## config.mk

```make
export PLATFORM = sky130hd
export DESIGN_NAME = divider_unsigned
export DESIGN_NICKNAME = d
export VERILOG_FILES = /design/src/rtl/divider_unsigned.sv
export SDC_FILE = /design/constraint.sdc
export NUM_CORES = 1
export LEC_CHECK = 0
export ABC_AREA = 0
export CAP_MARGIN = 0
export CORE_MARGIN = 4
export CORE_UTILIZATION = 34
export DETAILED_ROUTE_END_ITERATION = 8
export GPL_TIMING_DRIVEN = 0
export SLEW_MARGIN = 25
export SYNTH_ARGS = -nofsm -noshare
export SYNTH_HDL_FRONTEND = slang
export SYNTH_SLANG_ARGS = --single-unit
```

## constraint.sdc

```tcl
create_clock -name clk -period 2.3 [get_ports clk]
set_clock_uncertainty 0.2 [all_clocks]
set_input_delay 0.46 -clock clk [delete_from_list [all_inputs] [get_ports clk]]
set_output_delay 0.46 -clock clk [all_outputs]
set_load 0.01 [all_outputs]
```

## src/rtl/divider_unsigned.sv

```systemverilog
// divider_unsigned: multi-cycle restoring unsigned divider, one quotient bit per clock.
// Optional macro DIV_BY_ZERO_FLAG_EN adds a div_zero output flagged with vldout.
module divider_unsigned #(
    parameter int WID0 = 32,
    parameter int WID1 = 16
) (
    input  logic            clk,
    input  logic            rst_n,
    input  logic            vldin,
    input  logic [WID0-1:0] arg0,
    input  logic [WID1-1:0] arg1,
    output logic            vldout,
    output logic            busy,
    output logic [WID1-1:0] remainder,
    output logic [WID0-1:0] result
`ifdef DIV_BY_ZERO_FLAG_EN
    ,
    output logic            div_zero
`endif
);
    localparam int CW = $clog2(WID0);
    typedef enum logic [1:0] {IDLE, RUN, DONE} state_t;
    state_t state, state_nxt;
    logic [CW-1:0]   cnt;
    logic [WID0-1:0] quo;
    logic [WID1-1:0] dvs, rem, rem_nxt;
    logic [WID1:0]   trial;
    logic            fit;
`ifdef DIV_BY_ZERO_FLAG_EN
    logic            dz;
`endif
    // state register
    always_ff @(posedge clk) begin
        if (!rst_n) state <= IDLE;
        else        state <= state_nxt;
    end
    // next state and one restoring step; the dividend register doubles as the quotient shifter
    always_comb begin
        trial     = {rem, quo[WID0-1]};
        fit       = trial >= {1'b0, dvs};
        rem_nxt   = WID1'(fit ? trial - {1'b0, dvs} : trial);
        busy      = state != IDLE;
        state_nxt = (state == IDLE && vldin)                 ? RUN  :
                    (state == RUN && cnt == CW'(WID0 - 1))   ? DONE :
                    (state == DONE)                          ? IDLE : state;
    end
    // datapath: latch on accept, iterate in RUN, publish in DONE
    always_ff @(posedge clk) begin
        if (!rst_n) begin
            cnt       <= '0;
            quo       <= '0;
            dvs       <= '0;
            rem       <= '0;
            result    <= '0;
            remainder <= '0;
            vldout    <= 1'b0;
`ifdef DIV_BY_ZERO_FLAG_EN
            dz        <= 1'b0;
            div_zero  <= 1'b0;
`endif
        end else begin
            vldout <= 1'b0;
`ifdef DIV_BY_ZERO_FLAG_EN
            div_zero <= 1'b0;
`endif
            if (state == IDLE && vldin) begin
                quo <= arg0;
                dvs <= arg1;
                rem <= '0;
                cnt <= '0;
`ifdef DIV_BY_ZERO_FLAG_EN
                dz  <= arg1 == '0;
`endif
            end
            if (state == RUN) begin
                quo <= {quo[WID0-2:0], fit};
                rem <= rem_nxt;
                cnt <= cnt + 1'b1;
            end
            if (state == DONE) begin
                result    <= quo;
                remainder <= rem;
                vldout    <= 1'b1;
`ifdef DIV_BY_ZERO_FLAG_EN
                div_zero  <= dz;
`endif
            end
        end
    end
endmodule

```

==> reports/results.txt <==
The run finished, with violations left. The final reports fail on negative setup slack. For the finished layout, the period the worst path requires is 2.43 ns. After layout, the worst path uses 106% of the clock period.

Once placement finished, the instance area stood at 0.00696 mm2. The tree is rooted in a sky130_fd_sc_hd__clkbuf_16. The total number of yosys warnings was 0. For the max-slew violation count, the log shows 0.

For the via count of the first global-routing pass, the log shows 5477. Cell internal power was estimated by the tool at 6.24 mW. Global routing consumed, on the met3 layer, 5.51% of the routing resources. In this run the critical register-to-register path is launched from rem[12]. Setup violations remaining at the end of the flow were counted as 11.

The run gives 3.12 mW as the net load switching power. Summed area of non-filler cells in the final layout: 0.00814 mm2. Summing over every cut layer, the via total after detailed routing is 5378. The run gives 29.6% as the met2 global-route usage. TritonCTS created 17 clock buffers.

A synthesized cell averages 8.09 um2. The part of the Yosys area used for sequential elements was 42.3%; the net total in the final layout was 914. Based on the critical path, the design can be clocked at up to 411 MHz.

The fraction of synthesized cell area taken by the top area cell type was 42.3%. The dominant register cell in the synthesized netlist was sky130_fd_sc_hd__dfxtp_1. TritonCTS built the clock tree. The maximum fanout count along the critical path is 5, and the post-placement worst setup slack is -0.573 ns.

The tools report the area of the die as 0.0188 mm2. Smallest setup slack after layout: -0.133 ns. The fraction of power consumed by the clock network is 27.4%, and the residual DRC count is 0. Clock-pin slew was measured on the worst setup and hold paths at 0.05 ns. Yosys attributes the largest share of cell area to sky130_fd_sc_hd__dfxtp_1 (42%), sky130_fd_sc_hd__nand2_1 (14%), sky130_fd_sc_hd__a21boi_0 (9.8%). 0 antenna diodes ended up in the layout. The tools report the count of final hold-check violations as 0. The most area-hungry cell type in the Yosys netlist was sky130_fd_sc_hd__dfxtp_1. The first global-routing pass estimated 26.8 mm of wire. The number of filler cells placed in the layout came out at 1567.

The tools report the required time of the worst setup path as 2.38 ns. 101 I/O pins were placed. Global routing finished with a remaining overflow of 0. The setup slack of the most critical reg-to-reg path is -0.13 ns.

Of the total power, the share spent switching nets is 33.4%. The horizontal die dimension was 137 um; the final wirelength was 16.2 mm. The routed via count divided by cell count is 5.03.

Of the total power, registers draw 26.2%. Number of routed nets with antenna violations: 0. The clock net in this run drives a total of 120 sinks.

For the worst flop-to-flop path, the logic depth is 11. The synthesized design contains 0 enable-type register cells. For the pin with the worst max-slew slack, the measured transition is 0.721 ns. The run gives 0.42 ns as the worst-skew pair later-pin latency. At the end of routability-driven placement, the weighted congestion stood at 0.873. The wire length per cell was 15.2 um; the number of antenna violations at the first check in global routing was 0.

Relative to the synthesized area, the layout overhead comes to 43.5%. Global routing used 18.0% of the available tracks. CTS built an H-tree with a depth of 4. The tool flagged a number of max-cap violations equal to 0. The critical path ends at rem[6].

After synthesis the netlist holds a flip-flop and latch count of 120. The proportion of synthesized flip-flops having asynchronous set or reset is 0%. For this block, the initial DRC count from the detailed router was 311. The tools report the source of the critical timing path as rem[12].

The number of different library cells used by synthesis comes to 51. During placement, the flow inserted port buffers numbering 99. Type of destination of the critical path: a register.

The worst setup path is launched from a register. The headroom to the max-slew limit was 51.7%; the data arrival time of the critical path was 2.51 ns. Setup repair after global routing could not meet its margin everywhere. The endpoint identified for the worst register-to-register timing path is rem[6]. The global routing met1 resource utilization came out at 22.1%.

The type of the most critical hold path is reg -> reg. The number of iterations in the first detailed-routing pass came out at 5. The maximum ir drop on the vdd rail is 0.830 mV. The tools report the leakage component of the power as 3.19 nW. Once the floorplan was initialized, standard cells occupied 35.2% of the core. When the netlist entered floorplanning its net count stood at 772. For the combinational power share, the log shows 46.4%. In the layout the commonest cells are sky130_fd_sc_hd__nand2_1 (211), sky130_fd_sc_hd__dfxtp_1 (102), sky130_fd_sc_hd__clkdlybuf4s50_1 (98), sky130_fd_sc_hd__a21boi_0 (74), sky130_fd_sc_hd__clkbuf_1 (38). After floorplanning, the core was divided into 46 placement rows. Synthesis handed over a netlist of 702 instances.

Entering global routing, the biggest net connects 17 pins. After legalization and detailed placement, the total HPWL measured 11.3 mm. The synthesized cell area is 0.00568 mm2, and the layout cell share with drive strength beyond 1 is 15.9%. In this run the standard cell core region covers 0.0161 mm2. Measured along the y axis, the die boundary spans 137 um. The power density relative to cell area was 1150 mW/mm2; the number of buffers between clock root and the deepest sink was 2. The commonest non-fill, non-tap cell in the layout is sky130_fd_sc_hd__nand2_1.

The launch point of the worst hold path is remainder[5]. The worst setup path is of the reg -> reg kind. Most used routing layer in global routing: met2.
## worst max-delay path, stage by stage, from the launching register on
cell                       delay [ns]
sky130_fd_sc_hd__dfxtp_4         0.35
sky130_fd_sc_hd__ha_4            0.25
sky130_fd_sc_hd__and4b_2         0.27
sky130_fd_sc_hd__and2b_1         0.18
sky130_fd_sc_hd__nand2b_1        0.11
sky130_fd_sc_hd__o22ai_4         0.08
sky130_fd_sc_hd__or2_1           0.22
sky130_fd_sc_hd__buf_6           0.14
sky130_fd_sc_hd__buf_12          0.12
sky130_fd_sc_hd__buf_8           0.13
sky130_fd_sc_hd__mux2i_2         0.16
sky130_fd_sc_hd__o21ai_1         0.08
## cells by family (layout without fill, tap and decap cells)
group	Yosys count	count (layout)	share of synthesized area [%]
AOI/OAI and AO/OA	179	179	23.1
buffers and inverters	67	219	4.65
and+or+nand+nor	299	299	22.7
muxes	7	7	1.23
DFF	120	120	42.3
adders and majority gates	19	19	4.32
xor gates and xnor gates	11	11	1.70
## stage by stage
step                      TNS (ns)  utilization (%)  hold slack [ns]  total power [mW]  cells
after detailed placement    -21.69             43.2            0.256              5.20   1017
after global routing         -2.27             50.5            0.275              9.91   1070
final                       -0.751             50.5            0.258              9.36   1070
after CTS                   -0.613             49.7            0.263              9.02   1064
after floorplan            -0.0517                -            0.243              4.56    702
after global placement      -18.58             43.2            0.253              5.21   1017
## Yosys cell counts, types with 8 or more instances
master / number
sky130_fd_sc_hd__inv_1: 19
sky130_fd_sc_hd__a21oi_1: 19
sky130_fd_sc_hd__o211a_1: 25
sky130_fd_sc_hd__dfxtp_1: 120
sky130_fd_sc_hd__nand2b_1: 8
sky130_fd_sc_hd__a21boi_0: 74
sky130_fd_sc_hd__ha_1: 18
sky130_fd_sc_hd__nand2_1: 212
sky130_fd_sc_hd__o21ai_0: 19
sky130_fd_sc_hd__clkbuf_1: 43
sky130_fd_sc_hd__nand3_1: 28
sky130_fd_sc_hd__a22oi_1: 8
sky130_fd_sc_hd__nor2_1: 15
sky130_fd_sc_hd__o21ai_1: 9
## metal layers
| layer | wire, um | vias to the layer above |
|---|---|---|
| met3 | 902 | 28 |
| met1 | 7200 | 2516 |
| met2 | 7810 | 146 |
| met5 | 0 | - |
| li1 | - | 2688 |
| met4 | 298 | 0 |
## power groups by stage
stage | combinational, mW | sequential [mW] | clock (mW)
2_1_floorplan | 2.18 | 2.38 | 0
3_3_place_gp | 2.77 | 2.44 | 0
3_5_place_dp | 2.77 | 2.44 | 0
4_1_cts | 3.96 | 2.43 | 2.63
5_1_grt | 4.71 | 2.47 | 2.72
6_report | 4.35 | 2.45 | 2.57
## registers in the layout, indices dropped and copies added (netlist names)
name,flops
result,32
cnt,5
vldout,1
quo,32
dvs,16
state,2
rem,16
remainder,16
## layout make-up
class | count | area, um2 | share of cell area [%]
Multi-Input combinational cell | 515 | 3370 | 41.4
Sequential cell | 120 | 2430 | 29.9
Timing Repair Buffer | 127 | 1240 | 15.2
Clock buffer | 26 | 499 | 6.13
Tap cell | 216 | 270 | 3.32
Buffer | 44 | 195 | 2.40
Inverter | 19 | 71.3 | 0.876
Clock inverter | 3 | 65.1 | 0.799
## how the worst min path moves through the flow
stage	to	cells after the start	slack (ns)
finish	remainder[5]	2	0.26
global route	remainder[4]	2	0.27
CTS	result[1]	2	0.26
detailed placement	result[1]	2	0.26
global placement	result[1]	2	0.25
floorplan	dvs[10]	2	0.24
## what timing repair did
item	CTS	global route
gates cloned	1	0
gates resized for setup	68	36
pin swaps	15	11
hold buffers	0	0
buffers inserted	19	8
setup endpoints to repair	37	57
hold endpoints to repair	0	0
Note: power is estimated with default switching activity, not from simulation.
